**src/rtl/step_sched_pkg.sv**
```systemverilog
// ============================================================================
// step_sched_pkg: shared types and elaboration helpers for step_scheduler
// Rev 1.0
// ============================================================================
`default_nettype none

package step_sched_pkg;

   typedef enum logic [1:0] {
      PAUSED = 2'd0,
      WAIT   = 2'd1,
      REQ    = 2'd2
   } sched_state_t;

   // Cycles between ticks for rate index sel.
   function automatic int rate_period(input int in_freq, input int base, input int sel);
      return in_freq / (base << sel);
   endfunction

   function automatic int cnt_width(input int period0);
      return (period0 > 1) ? $clog2(period0) : 1;
   endfunction

   function automatic int sel_width(input int num_rates);
      return (num_rates > 1) ? $clog2(num_rates) : 1;
   endfunction

endpackage

`default_nettype wire

```
**src/rtl/rate_tick.sv**
```systemverilog
// ============================================================================
// rate_tick: programmable-period tick generator (clock-enable divider)
// Rev 1.0
// ============================================================================
`default_nettype none

module rate_tick
   import step_sched_pkg::*;
#(
   parameter int IN_FREQUENCY = 10**7,
   parameter int BASE_RATE    = 1,
   parameter int NUM_RATES    = 8,
   parameter int SEL_W        = 3
) (
   input  logic             inclk,
   input  logic             rst_n,
   input  logic             en,
   input  logic [SEL_W-1:0] rate_sel,
   output logic             tick
);

   localparam int CNT_W   = cnt_width(rate_period(IN_FREQUENCY, BASE_RATE, 0));
   localparam int NUM_SEL = 1 << SEL_W;

   if (rate_period(IN_FREQUENCY, BASE_RATE, NUM_RATES - 1) < 2) begin : g_period_check
      $error("rate_tick: fastest rate period is below 2 cycles");
   end

   // Indices past the last rate reuse the last rate, so clamping costs no compare.
   logic [CNT_W-1:0] last_tbl [NUM_SEL];

   for (genvar i = 0; i < NUM_SEL; i++) begin : g_period
      localparam int IDX = (i < NUM_RATES) ? i : NUM_RATES - 1;
      assign last_tbl[i] = CNT_W'(rate_period(IN_FREQUENCY, BASE_RATE, IDX) - 1);
   end

   logic [SEL_W-1:0] sel_q;
   logic             loaded;
   logic [CNT_W-1:0] cnt;
   logic             changed;
   logic             at_last;

   assign changed = loaded && (sel_q != rate_sel);
   assign at_last = (cnt == last_tbl[rate_sel]);
   assign tick    = en && !changed && at_last;

   always_ff @(posedge inclk or negedge rst_n) begin
      if (!rst_n) begin
         sel_q  <= '0;
         loaded <= 1'b0;
         cnt    <= '0;
      end else begin
         sel_q  <= rate_sel;
         loaded <= 1'b1;
         if (!en || changed || at_last) begin
            cnt <= '0;
         end else begin
            cnt <= cnt + CNT_W'(1);
         end
      end
   end

endmodule

`default_nettype wire

```
**src/rtl/step_scheduler.sv**
```systemverilog
// ============================================================================
// step_scheduler: rate-driven generation-step requester with req/ack handshake
// Rev 1.0
// ============================================================================
`default_nettype none

module step_scheduler
   import step_sched_pkg::*;
#(
   parameter int IN_FREQUENCY = 10**7,
   parameter int BASE_RATE    = 1,
   parameter int NUM_RATES    = 8,
   parameter int GEN_WIDTH    = 32
) (
   input  logic                            inclk,
   input  logic                            rst_n,
   input  logic                            run,
   input  logic                            step_btn,
   input  logic [sel_width(NUM_RATES)-1:0] rate_sel,
   output logic                            step_req,
   input  logic                            step_ack,
   output logic                            busy,
   output logic                            overrun,
   input  logic                            clr_overrun,
   output logic [GEN_WIDTH-1:0]            gen_count
);

   localparam int SEL_W = sel_width(NUM_RATES);

   sched_state_t state;
   sched_state_t state_nx;
   logic         tick;
   logic         en;
   logic         done;

   // Counting starts the edge after leaving PAUSED, so the first tick lands P cycles later.
   assign en   = run && (state != PAUSED);
   assign done = (state == REQ) && step_ack;

   rate_tick #(
      .IN_FREQUENCY (IN_FREQUENCY),
      .BASE_RATE    (BASE_RATE),
      .NUM_RATES    (NUM_RATES),
      .SEL_W        (SEL_W)
   ) u_rate_tick (
      .inclk    (inclk),
      .rst_n    (rst_n),
      .en       (en),
      .rate_sel (rate_sel),
      .tick     (tick)
   );

   always_comb begin
      state_nx = state;
      case (state)
         PAUSED: begin
            if (run)           state_nx = WAIT;
            else if (step_btn) state_nx = REQ;
         end
         WAIT: begin
            if (!run)          state_nx = PAUSED;
            else if (tick)     state_nx = REQ;
         end
         REQ: begin
            if (step_ack)      state_nx = run ? WAIT : PAUSED;
         end
         default:              state_nx = PAUSED;
      endcase
   end

   always_ff @(posedge inclk or negedge rst_n) begin
      if (!rst_n) begin
         state     <= PAUSED;
         step_req  <= 1'b0;
         overrun   <= 1'b0;
         gen_count <= '0;
      end else begin
         state    <= state_nx;
         step_req <= (state_nx == REQ);
         if (done) begin
            gen_count <= gen_count + GEN_WIDTH'(1);
         end
         // A tick meeting an outstanding step is dropped; setting beats clearing.
         if ((state == REQ) && tick) begin
            overrun <= 1'b1;
         end else if (clr_overrun) begin
            overrun <= 1'b0;
         end
      end
   end

   assign busy = step_req;

endmodule

`default_nettype wire
```
**config.mk**
```make
export PLATFORM = sky130hd
export DESIGN_NAME = step_scheduler
export DESIGN_NICKNAME = d
export VERILOG_FILES = /design/src/rtl/step_sched_pkg.sv /design/src/rtl/rate_tick.sv /design/src/rtl/step_scheduler.sv
export SDC_FILE = /design/constraint.sdc
export NUM_CORES = 1
export LEC_CHECK = 0
export CAP_MARGIN = 20
export CORE_MARGIN = 5
export CORE_UTILIZATION = 60
export DETAILED_ROUTE_END_ITERATION = 8
export PLACE_DENSITY = 0.85
export SLEW_MARGIN = 20
export SYNTH_ARGS = -nofsm -noshare
export SYNTH_HDL_FRONTEND = slang
export SYNTH_HIERARCHICAL = 1
export SYNTH_SLANG_ARGS = --single-unit
```
**constraint.sdc**
```tcl
create_clock -name inclk -period 3.53 [get_ports inclk]
set_clock_uncertainty 0.1 [all_clocks]
set_input_delay 0.706 -clock inclk [delete_from_list [all_inputs] [get_ports inclk]]
set_output_delay 0.706 -clock inclk [all_outputs]
set_load 0.02 [all_outputs]
```
== After elaboration in Yosys (flattened, before gate mapping) ==
Memories as Yosys holds them, arrays and structs flattened.
Cells that the tools add are included.

* Bits in registers: 64
* Memory bits (read-only): 192
* Input port bits: 9
* Output and inout bits: 35
* Logic and storage cells: 42
* Memories: 1

{| class="wikitable"
|+ Memories
! name !! depth !! bits a word !! read ports !! clocked after Yosys merged registers in !! wr ports !! RTL line !! source
|-
| (name not given) || 8 || 24 || 1 || 0 || 0 || rate_tick.sv:44 || <nowiki>assign at_last = (cnt == last_tbl[rate_sel]);</nowiki>
|}

* $add $sub $neg: 2
* $lt $le $gt $ge: 1
* Eq/ne operators: 5
* Muxes and demuxes: 12
* Bitwise gates (word level): 1
* Reduce and logical (&&, ||, !) cells: 13

{| class="wikitable"
|+ Operators with widths
! operator !! count
|-
| $mux W24 || 3
|-
| $add A32 B1 Y32 const B || 1
|-
| $add A24 B1 Y24 const B || 1
|-
| $eq A24 B24 Y1 || 1
|-
| $mux W2 || 5
|-
| $logic_and A1 B1 Y1 || 6
|-
| $pmux W2 S3 || 1
|-
| $eq A2 B2 Y1 const B || 2
|-
| $ge A4 B4 Y1 const B || 1
|-
| $not A3 Y4 || 1
|-
| $reduce_bool A2 Y1 || 2
|-
| $mux W1 || 3
|-
| $ne A3 B3 Y1 || 1
|-
| $eq A2 B1 Y1 const B || 1
|-
| $logic_not A1 Y1 || 2
|-
| $logic_not A2 Y1 || 1
|-
| $logic_or A1 B1 Y1 || 2
|}

== Logic depth before layout (Yosys ltp) ==
Gate-level depths: netlist of the first run.

* Word-level depth: 10
* Mapped depth: 12
* Mapped depth without buffers: 10

== Cells and area by module ==
The synthesis of the first run kept the hierarchy.

{| class="wikitable"
|+ By module, submodules not included
! module !! instances !! cells an instance !! area an instance (sq um) !! seq. area each (sq um)
|-
| rate_tick || 1 || 219 || 1995.7 || 700.7
|-
| step_scheduler || 1 || 143 || 1646.6 || 900.9
|}

== Least setup slack after synthesis of the first run ==
OpenSTA, ideal clock, no wires.

* Path kind: input to register
* Start point: input rate_sel[1]
* End point: register state[0]
* Setup time: 0.119 ns
* Data arrival time: 3.014 ns
* Required time: 3.311 ns
* Path slack: 0.297 ns
* Cell stages on the path: 12
* Path buffers: 2
* Cells stage by stage: buf_2 inv_1 ha_1 buf_4 inv_2 a221o_1 a221oi_2 nand4_2 or3_1 a211oi_2 o22ai_1 and2_1

* Cells in the longest elaborated chain, start to end: 9
* Elaborated cells on any way between the ends: 13
* Those cells by class: eq/ne (2); mux (5); bitwise (1); reduce/logical (4); memory (1)

{| class="wikitable"
|+ RTL lines
! element !! RTL line !! source
|-
| start, declared || step_scheduler.sv:19 || <nowiki>input logic [sel_width(NUM_RATES)-1:0] rate_sel,</nowiki>
|-
| $not A3 Y4 (implied by the code) || rate_tick.sv:44 ||
|-
| $mem_v2 Z8 W24 || -- ||
|-
| $mux W24 (implied by the code) (2 in a row) || rate_tick.sv:44 ||
|-
| $eq A24 B24 Y1 || rate_tick.sv:44 ||
|-
| $logic_and A1 B1 Y1 (*) || rate_tick.sv:45 || <nowiki>assign tick = en && !changed && at_last;</nowiki>
|-
| net tick || step_scheduler.sv:32 || <nowiki>logic tick;</nowiki>
|-
| $mux W2 (*) || step_scheduler.sv:62 || <nowiki>else if (tick) state_nx = REQ;</nowiki>
|-
| $mux W2 (*) || step_scheduler.sv:61 || <nowiki>if (!run) state_nx = PAUSED;</nowiki>
|-
| $pmux W2 S3 (*) || step_scheduler.sv:55 || <nowiki>case (state)</nowiki>
|-
| net state_nx[0] || step_scheduler.sv:31 || <nowiki>sched_state_t state_nx;</nowiki>
|-
| end signal, assigned || step_scheduler.sv:78 || <nowiki>state <= state_nx;</nowiki>
|-
| end, declared || step_scheduler.sv:30 || <nowiki>sched_state_t state;</nowiki>
|}

Mark *: on every way through the listed nets, which the timed path passes. The rest lies on a longest branch. The select of a mux whose other input is x is not followed.
A chain may end at the register's enable or synchronous reset.

== Worst setup path in the final report of the first run ==
* Start point: input rate_sel[0]
* End point: register state[0]

The elaborated chain is that of the path after synthesis.

==> results of run 1 <==
==> cell families (layout without fill, tap and decap cells) <==
kind of cell    Yosys count  in the layout  synth area share (%)
xor+xnor                 74             74                  17.8
flops                    64             64                  44.0
simple gates            149            149                  23.2
other cells               1              1                 0.103
mux                       3              3                 0.859
fa+ha+maj                 8              8                  2.75
buf+inv                  32             86                  4.95
compound gates           31             31                  6.36
==> layout by cell type, fill, tap and decap left out, drive strengths merged, types with 3 or more instances in the layout <==
| cell type | synthesis | layout |
|---|---|---|
| a31oi | 3 | 3 |
| and2 | 3 | 3 |
| and3 | 5 | 5 |
| o22ai | 3 | 3 |
| a21oi | 5 | 5 |
| inv | 14 | 15 |
| clkbuf | 3 | 9 |
| and4 | 4 | 4 |
| o21ai | 7 | 7 |
| clkinv | 0 | 4 |
| xor2 | 31 | 31 |
| a211oi | 3 | 3 |
| nor2b | 4 | 4 |
| nand4b | 4 | 4 |
| ha | 8 | 8 |
| dfrtp | 64 | 64 |
| xnor2 | 43 | 43 |
| nor3 | 5 | 5 |
| nand3 | 19 | 19 |
| nand4 | 22 | 22 |
| or2 | 3 | 3 |
| buf | 15 | 14 |
| nor2 | 38 | 38 |
| nand2 | 24 | 24 |
| clkdlybuf4s50 | 0 | 42 |
==> per-stage QoR <==
step           total power (uW)  hold slack (ps)
5_1_grt                    1590              398
2_1_floorplan               902              310
3_3_place_gp                982              368
6_report                   1510              349
3_5_place_dp                986              370
4_1_cts                    1530              368
==> final cells by class <==
type | count | area share [%]
multi-input combinational | 266 | 43.1
tap | 75 | 2.17
sequential | 64 | 37.1
inverter | 14 | 1.22
clock buffer | 9 | 2.87
timing repair buffer | 56 | 12.4
clock inverter | 7 | 1.10
==> how the worst max path moves through the flow <==
stage                 from                  to  slack [ps]  cells after the start
2_1_floorplan  rate_sel[1]  state[0]$_DFF_PN0_         300                     12
5_1_grt        rate_sel[0]      busy$_DFF_PN0_          80                     12
3_3_place_gp   rate_sel[0]  state[0]$_DFF_PN0_          60                     12
6_report       rate_sel[0]  state[0]$_DFF_PN0_         240                     12
4_1_cts        rate_sel[0]  state[0]$_DFF_PN0_         270                     12
3_5_place_dp   rate_sel[0]  state[0]$_DFF_PN0_         -40                     12
==> power by group through the flow <==
| stage | sequential (uW) | clock, uW | combinational (uW) |
|---|---|---|---|
| after floorplan | 809 | 0 | 92.9 |
| after global placement | 795 | 0 | 187 |
| after detailed placement | 795 | 0 | 191 |
| after CTS | 782 | 554 | 193 |
| after global routing | 787 | 593 | 209 |
| final | 782 | 543 | 190 |
==> worst max-delay path: stages <==
cell and delay, ps:
clkdlybuf4s50_1 480, inv_1 80, ha_1 330, buf_4 180, nor4bb_1 290, o211ai_1 130, o21ai_0 80, o21ai_1 90
or3_1 430, a211oi_2 310, o22ai_1 130, and2_1 170
==> sequential cells by signal, summed over array words and instances, names as in the netlist <==
| register | flops |
|---|---|
| u_rate_tick/sel_q | 3 |
| gen_count | 32 |
| state | 2 |
| overrun | 1 |
| u_rate_tick/cnt | 24 |
| u_rate_tick/loaded | 1 |
| busy | 1 |
==> layer usage <==
layer | up-vias | share of wire (%)
li1 | 1341 | -
met1 | 1352 | 46
met2 | 78 | 47
met3 | 16 | 5.1
met4 | 0 | 2.4
met5 | - | 0
==> results.md, run 1 <==
- DP Cell Count: 475
- Lkg Pwr: 0.00183 uW
- Min Tclk post-route: 3290 ps
- Asr flop ratio synth: 100%
- Worst IR Drop VDD: 0.343 mV
- Largest net degree at the start of global routing: 38
- Post-synth EDFFs: 0
- Sequential-to-total area share from yosys stat: 44.0%
- Vias in the first global route: 2,800
- Post-detail-place hpwl: 5740 microns
- Unique masters post-synth: a little under 60
- CTS sink count: 64
- Met2 track demand over resource: 35.3%
- Psw: roughly 420 uW
- CTS tree: yes
- Overflow after GRT: 0
- Final worst slack: roughly 240 ps
- Via count: 2,787
- Clock root buffer: clkbuf_8
- Final Non-Filler Cells: approximately 500
- Mean post-synth cell area: 10.1 sq um
- Fmax: 304 MHz
- RR Endpoint: state[0]$_DFF_PN0_
- Critical path capture point type: flip-flop
- Largest area contributor in the netlist: dfrtp_1
- Internal: 1100 uW
- I/O Pins: 44
- Setup WS pre-CTS: -36.2 ps
- CP Class: in2reg
- Detail Route Antenna Nets: 0
- Tightest Hold Check Type: in2async
- Initial Utilization: 61.5%
- Endpoints failing hold: 0
- Count leader, synth: dfrtp_1
- Post-Route WL: roughly 7900 microns
- Detailed-route DRC error count: 0
- Layout cells sized above 1: 10.6%
- Die ar.: 7730 sq um
- Final slew viol count: 0
- Ys Warns: 6
- Top Usage Layer GRT: met2
- Required time at the worst-slack endpoint: 3650 ps
- FP Rows: 28
- Critical path launch point type: input port
- Hold_buf cts: 0
- Yosys reg bits: 64
- First-pass GRT wire length: around 14,000 microns
- Post-synth top cells: dfrtp_1 (64), xnor2_1 (43), nor2_1 (38)
- Sequential share of power: between 50% and 60%
- Worst Path Arrival: 3410 ps
- 1st-iter DRT viols: 198
- Area delta synth->final: 18.5%
- Syn Inst Count: 362
- Met3 Use GR: 6.11%
- Initial antenna violation count: 0
- Core ar.: 5920 sq um
- PwrDens: 351 nW/um^2
- MaxCap Viol Count: 0
- GR met1 Demand/Resource: between 30 and 40%
- Combinational share of power: 12.6%
- Dpl cell area: 4140 sq um
- Worst slew margin: 45.2%
- Setup TNS: 0 ps
- Routed len/inst: roughly 16 microns
- Syn_nets: roughly 380
- Skew-Pair Late Insertion Delay: approximately 330 ps
- Max Fanout on Critical Path: 8
- Fin crit share: 93.3%
- Max Root-Sink Buffers: 2
- Share of the synthesized area in the top cell type: 44.0%
- Worst slew pin tran: 814 ps
- H-tree depth: 3
- Vias/cell: 5.68
- R2r worst-path depth: 7
- Register area: 1600 sq um
- Post-cts sizing count: 0
- R2R Path Start: u_rate_tick/cnt[22]$_DFF_PN0_
- Top area cells in the synthesized netlist: dfrtp_1 (44%), xnor2_1 (10%), xor2_1 (7.5%), nor2_1 (3.9%), nand4_1 (3.3%)
- Final Net Count: approximately 430
- Die Y: around 88 microns
- Port bufs: 43
- Outcome: completed
- Clock power frac: a little over a third
- Die Width: 87.9 microns
- Final Cell Area: 4320 sq um
- Final setup fails: 0
- Ys flop type: dfrtp_1
- FF-to-FF setup slack: 1060 ps
- Area of the multi-input gates: 1860 sq um
- Setup bufs post-CTS: 0
- DR pass1 iterations: 4
- Reg clk slew, reported paths: 70 ps
- Fillers: between 400 and 500
- CTS Buf Count: 9
- Switching Share: ~28%
- RSZ-0062 raised after global routing: false
- Finished Core Util: 72.9%
- RD Place Congestion: 0.909
- Mapped Area: 3640 sq um
- Antenna diodes: 0
- Total track usage: roughly 23%
Power figures use the tool's default switching activity.
==> run 2, diff against run 1 <==
Settings changed: PLACE_DENSITY 0.85 to 0.81.
==> run 2 against run 1 <==
  * Sequential share of layout area decreased by 0.25 points
  * Power increased by 2.0%
  * First-iteration DRC count decreased by 20%
  * Critical endpoint unchanged
  * Largest power group unchanged
  * Highest routed layer unchanged
==> results.md, run 2 (same netlist as run 1, synthesis figures left out) <==
- Detail Route Antenna Nets: 0 (unchanged)
- Hold_buf cts: 0 (unchanged)
- CTS sink count: 64 (unchanged)
- CTS Buf Count: 9 (unchanged)
- Met2 track demand over resource: 34.5% (-0.82 points)
- Required time at the worst-slack endpoint: 3670 ps (+20 ps)
- Clock root buffer: clkbuf_8
- Lkg Pwr: 0.00185 uW (+0.81%)
- Met3 Use GR: 4.42% (-1.7 points)
- FF-to-FF setup slack: 1060 ps (about the same)
- Detailed-route DRC error count: 0 (unchanged)
- Min Tclk post-route: 3260 ps (-28.4 ps)
- Outcome: completed
- Fin crit share: 92.4% (-0.80 points)
- RR Endpoint: state[0]$_DFF_PN0_
- Worst slew pin tran: 885 ps (+71.3 ps)
- H-tree depth: 3 (unchanged)
- Area delta synth->final: 19.3%
- Antenna diodes: 0 (unchanged)
- Dpl cell area: 4160 sq um (+0.48%)
- Post-cts sizing count: 0 (unchanged)
- DR pass1 iterations: 4 (unchanged)
- RSZ-0062 raised after global routing: false
- Via count: 2,767 (-0.72%)
- Worst slew margin: 40.4% (-4.8 points)
- Overflow after GRT: 0 (unchanged)
- Layout cells sized above 1: 10.8% (+0.21 points)
- Top Usage Layer GRT: met2
- Die ar.: 7730 sq um (unchanged)
- Largest regs: gen_count: 32 flops, u_rate_tick/cnt: 24 flops, u_rate_tick/sel_q: 3 flops
- Commonest non-fill, non-tap cell in the layout: dfrtp_1
- Final Cell Area: 4340 sq um (+0.67%)
- Most frequent cells in the layout: dfrtp_1 (64), xnor2_1 (43), clkdlybuf4s50_1 (42)
- Worst Path Arrival: 3400 ps (about the same)
- PwrDens: 356 nW/um^2 (+1.4%)
- GR met1 Demand/Resource: 29.9% (-0.26 points)
- Worst IR Drop VDD: 0.460 mV (+34%)
- Port bufs: 43 (unchanged)
- Finished Core Util: 73.4% (+0.49 points)
- R2r worst-path depth: 7 (unchanged)
- Vias/cell: 5.62 (-0.92%)
- Die Width: 87.9 microns (unchanged)
- R2R Path Start: u_rate_tick/cnt[22]$_DFF_PN0_
- CTS tree: yes
- I/O Pins: 44 (unchanged)
- Max Root-Sink Buffers: 2 (unchanged)
- CP Class: in2reg
- First-pass GRT wire length: 13,100 microns (-3.5%)
- RD Place Congestion: 0.902 (-0.73%)
- Die Y: 87.9 microns (unchanged)
- Initial antenna violation count: 0 (unchanged)
- Vias in the first global route: 2,698 (-3.6%)
- MaxCap Viol Count: 0 (unchanged)
- Routed len/inst: 16.0 microns (-0.42%)
- Critical path capture point type: flip-flop
- Critical path launch point type: input port
- Post-Route WL: 7890 microns (-0.22%)
- Initial Utilization: 61.5% (unchanged)
- Reg clk slew, reported paths: 70 ps (about the same)
- Skew-Pair Late Insertion Delay: 350 ps (+20 ps)
- Final setup fails: 0 (unchanged)
- Final slew viol count: 0 (unchanged)
- Largest register FFs: 32 (unchanged)
- Setup bufs post-CTS: 0 (unchanged)
- Total track usage: 22.2% (-0.34 points)
- Fmax: 306 MHz (+0.87%)
- Core ar.: 5920 sq um (unchanged)
- Most flop-heavy register: gen_count
- Endpoints failing hold: 0 (unchanged)
- Post-detail-place hpwl: 5710 microns (-0.52%)
- 1st-iter DRT viols: 159 (-20%)
- Final Net Count: 429 (+0.23%)
- Tightest Hold Check Type: in2async
- Max Fanout on Critical Path: 7 (-1)
- FP Rows: 28 (unchanged)
- Largest net degree at the start of global routing: 28 (-26%)
[run 2: layout make-up]
type | count | area (sq um)
clock buffers | 10 | 138
clock inverters | 6 | 42.5
fillers | 449 | 1580
inverters | 14 | 52.6
multi-input cells | 266 | 1860
flip-flops and latches | 64 | 1600
well taps | 75 | 93.8
repair buffers | 57 | 556
[run 2: per-stage QoR]
| step | hold WS [ps] | TNS [ps] | power, uW | worst slack, ps | instances |
|---|---|---|---|---|---|
| 3_3_place_gp | 361 | 0 | 983 | 42.5 | 476 |
| 3_5_place_dp | 372 | -47.9 | 992 | -47.9 | 476 |
| 5_1_grt | 191 | 0 | 1610 | 91.3 | 492 |
| 6_report | 160 | 0 | 1550 | 267 | 492 |
| 2_1_floorplan | 310 | 0 | 902 | 297 | 362 |
| 4_1_cts | 164 | 0 | 1560 | 292 | 492 |
[run 2: worst max path at each step]
stage	startpoint	end	slack, ps	cells after the start
4_1_cts	rate_sel[1]	state[0]$_DFF_PN0_	290	12
2_1_floorplan	rate_sel[1]	state[0]$_DFF_PN0_	300	12
3_3_place_gp	rate_sel[1]	state[0]$_DFF_PN0_	40	12
6_report	rate_sel[1]	state[0]$_DFF_PN0_	270	12
3_5_place_dp	rate_sel[1]	state[0]$_DFF_PN0_	-50	12
5_1_grt	rate_sel[1]	state[0]$_DFF_PN0_	90	12
[run 2: power breakdown]
part	switching, uW	internal, uW	leakage [uW]
clock network	294	274	0.0000887
registers	28.2	754	0.000866
logic	101	93.6	0.000890
[run 2: critical path: stages]
cell             delay, ps
clkdlybuf4s50_1        480
inv_1                   80
ha_1                   320
buf_4                  180
nor4bb_1               300
o211ai_1               130
o21ai_0                 90
o21ai_1                100
or3_1                  440
a211oi_2               290
o22ai_1                120
and2_1                 160
[run 2: routing by layer]
layer / up-vias / wire length [microns]
li1: 1340 / -
met1: 1342 / 3530
met2: 73 / 3760
met3: 12 / 448
met4: 0 / 148
met5: - / 0
==> run 3, diff against run 2 <==
Settings changed: SETUP_SLACK_MARGIN from default to 0.15.
==> run 3 against run 2 <==
  * Combinational power hardly changed
  * Sequential share of layout area is 0.053 points lower
  * Worst setup slack better by 75 ps
  * Core utilization is 0.11 points higher
  * Sequential cell count stayed put
  * Design area is 0.14% higher
  * Register-to-register slack better by 60 ps
  * Sequential power hardly changed
  * Hold slack hardly changed
==> results.md, run 3 (same netlist as run 1, synthesis figures left out) <==
- Post-detail-place hpwl: 5710 microns (unchanged)
- Power Total: 1550 uW (+0.20%)
- Largest register FFs: 32 (unchanged)
- Dpl cell area: 4160 sq um (unchanged)
- Reg clk slew, reported paths: 70 ps (about the same)
- Crit path launch: rate_sel[1]
- Die Y: 87.9 microns (unchanged)
- Post-Route WL: 7980 microns (+1.1%)
- Min Tclk post-route: 3190 ps (-74.6 ps)
- RD Place Congestion: 0.902 (unchanged)
- Endpoints failing hold: 0 (unchanged)
- Combinational share of power: 12.7% (about the same)
- Worst Path Arrival: 3330 ps (-70 ps)
- Die ar.: 7730 sq um (unchanged)
- Most flop-heavy register: gen_count
- Internal: 1120 uW (about the same)
- FP Rows: 28 (unchanged)
- R2r worst-path depth: 7 (unchanged)
- First-pass GRT wire length: 13,100 microns (unchanged)
- Hold_buf cts: 0 (unchanged)
- Initial antenna violation count: 0 (unchanged)
- I/O Pins: 44 (unchanged)
- Core ar.: 5920 sq um (unchanged)
- RR Endpoint: state[0]$_DFF_PN0_
- DP Cell Count: 476 (unchanged)
- Max Root-Sink Buffers: 2 (unchanged)
- Finished Core Util: 73.5% (+0.11 points)
- Antenna diodes: 0 (unchanged)
- Initial Utilization: 61.5% (unchanged)
- Final Net Count: 429 (unchanged)
- Port bufs: 43 (unchanged)
- Total track usage: 22.2% (unchanged)
- Largest net degree at the start of global routing: 28 (unchanged)
- RSZ-0062 raised after global routing: false
- Fmax: 314 MHz (+2.3%)
- Die Width: 87.9 microns (unchanged)
- Final Non-Filler Cells: 492 (unchanged)
- Largest regs: gen_count: 32 flops, u_rate_tick/cnt: 24 flops, u_rate_tick/sel_q: 3 flops
- Final slew viol count: 0 (unchanged)
- 1st-iter DRT viols: 182 (+14%)
- Overflow after GRT: 0 (unchanged)
- CP Class: in2reg
- Area delta synth->final: 19.4%
- Vias/cell: 5.71 (+1.6%)
- Detailed-route DRC error count: 0 (unchanged)
- Worst IR Drop VDD: 0.461 mV (+0.11%)
- FF-to-FF setup slack: 1120 ps (+60 ps)
- Switching Share: 27.6% (+0.14 points)
- Lkg Pwr: 0.00185 uW (about the same)
- H-tree depth: 3 (unchanged)
- CTS Buf Count: 9 (unchanged)
- Psw: 427 uW (+0.73%)
- Fillers: 448 (-0.22%)
- MaxCap Viol Count: 0 (unchanged)
- Most frequent cells in the layout: dfrtp_1 (64), xnor2_1 (43), clkdlybuf4s50_1 (42)
- PwrDens: 356 nW/um^2 (about the same)
- Commonest non-fill, non-tap cell in the layout: dfrtp_1
- Critical path capture point type: flip-flop
- Final Cell Area: 4350 sq um (+0.14%)
- Sequential share of power: 50.5% (about the same)
- Skew-Pair Late Insertion Delay: 350 ps (about the same)
- Layout cells sized above 1: 11.0% (+0.24 points)
- Worst slew pin tran: 865 ps (-20.5 ps)
- Vias in the first global route: 2,698 (unchanged)
- R2R Path Start: u_rate_tick/cnt[22]$_DFF_PN0_
- Hold slack: 160 ps (-0.0830 ps)
- Fin crit share: 90.3% (-2.1 points)
- Tightest Hold Check Type: in2async
- Outcome: completed
- Clock root buffer: clkbuf_8
- Worst slew margin: 41.8% (+1.4 points)
- Critical Path End: state[0]$_DFF_PN0_
- Critical path launch point type: input port
- CTS sink count: 64 (unchanged)
- Final setup fails: 0 (unchanged)
- CTS tree: yes
- DR pass1 iterations: 4 (unchanged)
- Routed len/inst: 16.2 microns (+1.1%)
- Detail Route Antenna Nets: 0 (unchanged)
- Required time at the worst-slack endpoint: 3670 ps (about the same)
- Max Fanout on Critical Path: 7 (unchanged)
- Via count: 2,810 (+1.6%)
- Clock power frac: 36.8% (about the same)
==> run 3: cell types whose count changed in the layout (fill, tap and decap cells not counted) <==
cell / before / now
nor4bb_2: 0 / 1
nor4bb_1: 2 / 1
==> run 3: layout make-up <==
cell class | instances | area (sq um) | area share, %
multi-input cells | 266 | 1870 | 42.9
flip-flops and latches | 64 | 1600 | 36.8
repair buffers | 57 | 556 | 12.8
clock buffers | 10 | 138 | 3.16
well taps | 75 | 93.8 | 2.16
inverters | 14 | 52.6 | 1.21
clock inverters | 6 | 42.5 | 0.978
==> run 3: critical path, stage by stage <==
cell and delay [ps]:
clkdlybuf4s50_1 480, inv_1 80, ha_1 320, buf_4 180, nor4bb_2 290, o211ai_1 120, o21ai_0 90, o21ai_1 100
or3_1 440, a211oi_2 240, o22ai_1 120, and2_1 160
==> run 3: worst min-delay path by stage <==
stage | from | to | slack, ps | cells past startpoint
floorplan | rst_n | busy$_DFF_PN0_ | 310 | 0
global placement | gen_count[31]$_DFFE_PN0P_ | gen_count[31]$_DFFE_PN0P_ | 360 | 1
detailed placement | gen_count[31]$_DFFE_PN0P_ | gen_count[31]$_DFFE_PN0P_ | 370 | 1
CTS | rst_n | u_rate_tick/cnt[21]$_DFF_PN0_ | 160 | 1
global route | rst_n | u_rate_tick/cnt[23]$_DFF_PN0_ | 190 | 1
finish | rst_n | u_rate_tick/cnt[21]$_DFF_PN0_ | 160 | 1
==> run 3: stage by stage <==
step / setup TNS (ps) / setup WS (ps)
detailed placement: -47.9 / -47.9
global placement: 0 / 42.5
global route: 0 / 153
CTS: 0 / 292
finish: 0 / 341
floorplan: 0 / 297
==> run 3: power groups by stage <==
stage	clock (uW)	sequential [uW]	combinational, uW
floorplan	0	809	92.9
finish	571	782	196
global route	615	785	215
detailed placement	0	795	197
CTS	585	782	198
global placement	0	793	190
==> run 3: what timing repair did <==
action                                  in CTS  in global routing
endpoints found under the setup margin       0                  3
setup buffers                                0                  0
gates resized for setup                      0                  1
==> run 3: layer usage <==
metal  vias up  track usage (%)  wire length, microns
met5         -                0                     0
met4         0             10.7                   181
met3        19             4.42                   434
li1       1342                -                     -
met2        85             34.5                  3810
met1      1364             29.9                  3550
==> RTL change 1 (flow settings as in run 3) <==
`NUM_RATES` is set to 8 in 2 places; all go to 4.
--- a/src/rtl/rate_tick.sv
+++ b/src/rtl/rate_tick.sv
@@ -9,7 +9,7 @@
 #(
    parameter int IN_FREQUENCY = 10**7,
    parameter int BASE_RATE    = 1,
-   parameter int NUM_RATES    = 8,
+   parameter int NUM_RATES    = 4,
    parameter int SEL_W        = 3
 ) (
    input  logic             inclk,
--- a/src/rtl/step_scheduler.sv
+++ b/src/rtl/step_scheduler.sv
@@ -9,7 +9,7 @@
 #(
    parameter int IN_FREQUENCY = 10**7,
    parameter int BASE_RATE    = 1,
-   parameter int NUM_RATES    = 8,
+   parameter int NUM_RATES    = 4,
    parameter int GEN_WIDTH    = 32
 ) (
    input  logic                            inclk,
Interface: changed (resized rate_sel); port bits go from 44 to 43. The function was not compared with the original's and may differ.
==> RTL change 1 against run 3 <==
Wire length fell by 23%; synthesized cell count fell by 19%; area after synthesis fell by 14%; setup slack improved by 0.11 ns; highest routed layer unchanged; sequential cell count fell by 1; cell area fell by 12%; power rose by 0.12%; critical path type unchanged; via count fell by 18%; largest power group unchanged.
==> RTL change 1: results (changes against run 3) <==
Max-Slew Margin vs Limit 42.97% (+1.2 points); ranking of synthesized cells by area dfrtp_1 (50%), xor2_1 (8.4%), xnor2_1 (8.1%); Vias/cell 5.538 (-3.0%); most frequent cells after synthesis dfrtp_1 (63), nor2_1 (38), xor2_1 (30); Non-Clock Buffer Area Fraction 11.91% (-0.86 points); drt total wl 6179 um (-23%); DP HPWL 4418 um (-23%); WP data arrival 3.20 ns (-0.13 ns); sequential fraction of the synthesis area 50.20% (+6.2 points); H-tree levels 3 (unchanged); total global-route track usage 20.53% (-1.7 points); Worst IR Drop VDD 254.7 uV (-45%); CP Max Fanout 3 (-4); number of multi-input logic gates 216 (-19%); multi-input logic area 1486 um^2 (-20%); inverter count 7 (-7); distinct cell type count after synthesis 47 (-20%); Initial DRC Count 190 (+4.4%); max layer used met4; Reg area 1577 um^2 (-1.6%); Final clock-cell share 5.436% (+1.3 points); Net Count, Synth 308 (-19%); NetSw 0.0003594 W (-16%); clock buffer count in the final layout 13 (+3); worst r2r src u_rate_tick/cnt[10]; status complete, no violations; GR Util met1 29.95% (+0.066 points); Critical Path Source rate_sel[0]; PD cells 403.4 nW/um^2 (+13%); post-synthesis mux area share 0.9960% (+0.14 points); Pleak 1.662 nW (-9.9%); number of global-route vias before repair 2219 (-18%); ys flop type dfrtp_1; Crit path largest cell delay 0.58 ns (+0.10 ns); Comb power 0.000138 W (-30%); biggest regs gen_count x32, u_rate_tick/cnt x24; first-pass GRT wire length 10510 um (-20%); r2r setup slk 1.18 ns (+0.06 ns); Clock Latency Late Sink 0.33 ns (-0.02 ns); met3 global-route usage 5.315% (+0.89 points); clock sinks 63 (-1.6%); met2 WL 2876 um (-25%); filler cell count 373 (-17%); met3 WL 352 um (-19%); Signal buffers 46 (-19%); Worst R2R Path Depth 6 (-1); DRT met1 WL 2887 um (-19%); largest net degree at the start of global routing 46 (+64%); Crit-path slowest cell or4_4; Synth Area in Compound Gates 2.709% (-3.6 points); met2 Use GR 29.41% (-5.1 points); Synth Area in Adders 2.789% (+0.041 points); Post-Synth XOR/XNOR Area 16.45% (-1.3 points); Placement Setup Slack 0.1351 ns (+0.1829 ns); share of layout cells above drive strength 1 9.483% (-1.5 points); port bufs 42 (-2.3%); routability cong. 0.8223 (-8.9%)
-- RTL change 1: per-stage QoR --
step                      std cells  utilization (%)  area, um^2
final                           418            75.26        3844
after detailed placement        402            71.17        3635
after global placement          402            71.17        3635
after CTS                       418            75.26        3844
after floorplan                 293                -        3141
after global routing            418            75.26        3844
-- RTL change 1: worst min path at each step --
stage	slack (ns)	to	from
6_report	0.20	u_rate_tick/sel_q[1]	rst_n
5_1_grt	0.23	u_rate_tick/loaded	rst_n
4_1_cts	0.21	u_rate_tick/loaded	rst_n
3_5_place_dp	0.37	gen_count[31]	gen_count[31]
3_3_place_gp	0.36	gen_count[31]	gen_count[31]
2_1_floorplan	0.31	busy	rst_n
-- RTL change 1: cell families after synthesis --
kind of cell | Yosys count
muxes | 3
and+or+nand+nor | 135
AOI/OAI and AO/OA | 11
buffers and inverters | 14
other | 1
adders and majority gates | 7
DFF | 63
xor gates and xnor gates | 59
==> RTL change 2 (settings of run 3) <==
Made on the original files. Add an input register stage for `step_btn`, without a reset; this delays it by one clock. The other inputs are not delayed to match.
--- a/src/rtl/step_scheduler.sv
+++ b/src/rtl/step_scheduler.sv
@@ -27,6 +27,12 @@
 
    localparam int SEL_W = sel_width(NUM_RATES);
 
+   logic step_btn_q;
+
+   always_ff @(posedge inclk) begin
+      step_btn_q <= step_btn;
+   end
+
    sched_state_t state;
    sched_state_t state_nx;
    logic         tick;
@@ -55,7 +61,7 @@
       case (state)
          PAUSED: begin
             if (run)           state_nx = WAIT;
-            else if (step_btn) state_nx = REQ;
+            else if (step_btn_q) state_nx = REQ;
          end
          WAIT: begin
             if (!run)          state_nx = PAUSED;
Check against the original RTL: not equivalent (Yosys sat finds a counterexample within 4 cycles, from zero or initial values and one cycle with rst_n low).
==> RTL change 2 against run 3 <==
Cell area increased by 0.78%; critical path depth is 1 lower; setup slack worse by 0.030 ns; global-route usage shrank 0.30 points; area after synthesis up 0.55%; power rose by 4.5%; wire length is 4.8% lower; synthesized cell count grew 0.28%; sequential cell count grew 1; critical path type unchanged; largest cell class unchanged; highest routed layer unchanged.
==> RTL change 2: results (changes against run 3) <==
initial antenna violation count 0 (unchanged); port bufs 43 (unchanged); share of layout cells above drive strength 1 11.00% (-0.026 points); status complete, no violations; biggest regs gen_count x32, u_rate_tick/cnt x24, u_rate_tick/sel_q x3; number of global-route vias before repair 2787 (+3.3%); drt total wl 7589 um (-4.8%); distinct cell type count after synthesis 60 (+1.7%); DP HPWL 5531 um (-3.2%); Int Pwr 0.001193 W (+6.3%); Inserted Clock Buffers 9 (unchanged); cts repair resizes 0 (unchanged); WP data arrival 3.36 ns (+0.03 ns); H-tree levels 3 (unchanged); Crit path largest cell delay 0.48 ns (about the same); ranking of synthesized cells by area dfrtp_1 (44%), xnor2_1 (10%), xor2_1 (7.4%); DP Area 4184 um^2 (+0.48%); Net Count, Synth 380 (+0.26%); Clock Latency Late Sink 0.34 ns; most frequent cells after synthesis dfrtp_1 (64), xnor2_1 (43), nor2_1 (38); largest net degree at the start of global routing 44 (+57%); total global-route track usage 21.91% (-0.30 points); sequential fraction of the synthesis area 44.28% (+0.31 points); Pleak 1.865 nW (+1.1%); Synth async-reset ratio 98.46% (-1.5 points); clock-pin slew on the worst setup and hold paths 0.07 ns (about the same); routability cong. 0.9312 (+3.2%); clock buffer depth 2 (unchanged); Crit-path slowest cell clkdlybuf4s50_1; Initial DRC Count 136 (-25%); first-pass GRT wire length 13190 um (+0.95%); CP Max Fanout 6 (-1); number of diodes 0 (unchanged); Worst IR Drop VDD 400.4 uV (-13%); filler cell count 421 (-6.0%); ys flop type dfrtp_1; Yosys warning total 6 (unchanged); drt pass-1 iters 4 (unchanged); post-CTS setup buffers 0 (unchanged); vias 2743 (-2.4%); Top reg by flops gen_count; Root Buffer clkbuf_8; family with the most delay on the worst path compound AO/OA/AOI/OAI gates; Synth Instances 363 (+0.28%); Max-Slew Margin vs Limit 55.58% (+14 points); Nets 430 (+0.23%); Hold WC Path Type in2async
==> RTL change 2: layout make-up <==
| cell class | instances | area (um^2) | area share, % |
|---|---|---|---|
| Clock buffer | 9 | 123.9 | 2.825 |
| Clock inverter | 7 | 70.07 | 1.598 |
| Inverter | 14 | 52.55 | 1.199 |
| Multi-Input combinational cell | 266 | 1867 | 42.58 |
| Sequential cell | 65 | 1622 | 36.99 |
| Tap cell | 75 | 93.84 | 2.140 |
| Timing Repair Buffer | 57 | 555.5 | 12.67 |
==> RTL change 2: cell families (layout without fill, tap and decap cells) <==
family / count (synthesis) / in the layout / share of synthesized area (%)
buffers and inverters: 32 / 87 / 4.920
AOI/OAI and AO/OA: 31 / 31 / 6.320
xor gates and xnor gates: 74 / 74 / 17.70
and+or+nand+nor: 149 / 149 / 23.10
muxes: 3 / 3 / 0.8541
DFF: 65 / 65 / 44.28
other: 1 / 1 / 0.1024
adders and majority gates: 8 / 8 / 2.733
==> RTL change 2: routing by layer <==
layer	global-route usage [%]	share of wire (%)	wire (um)	up-vias
met5	0	0	0	-
met4	6.181	1.3	99	0
met3	6.397	4.6	348	12
met2	34.86	48	3639	72
met1	29.38	46	3502	1317
li1	-	-	-	1342
==> RTL change 2: metrics by stage <==
step / setup slack (ns) / utilization, % / cells / TNS [ns] / hold WS [ns]
global route: 0.1731 / 74.05 / 493 / 0 / 0.2516
floorplan: 0.2967 / - / 363 / 0 / 0.3104
global placement: -0.005161 / 70.67 / 477 / -0.005161 / 0.3635
detailed placement: -0.1207 / 70.67 / 477 / -0.2441 / 0.3645
finish: 0.3115 / 74.05 / 493 / 0 / 0.2306
CTS: 0.2424 / 73.94 / 493 / 0 / 0.2369
==> RTL change 2: path summary, 6_finish.rpt <==
kind                                     start                   to  slack, ns  cells after the start
max in group asynchronous                rst_n  u_rate_tick/cnt[16]       2.18                      2
min in group inclk               gen_count[31]        gen_count[31]       0.38                      1
min reg2reg                      gen_count[31]        gen_count[31]       0.38                      1
min                                      rst_n  u_rate_tick/cnt[15]       0.23                      1
max reg2reg                u_rate_tick/cnt[22]             state[0]       1.15                      7
max                                rate_sel[1]             state[0]       0.31                     11
==> RTL change 2: power groups by stage <==
stage           logic, W  clock network, W  registers [W]
2_1_floorplan  0.0000953                 0       0.000830
3_5_place_dp    0.000205                 0       0.000812
4_1_cts         0.000206          0.000633       0.000799
5_1_grt         0.000223          0.000668       0.000805
6_report        0.000204          0.000615       0.000800
3_3_place_gp    0.000202                 0       0.000813
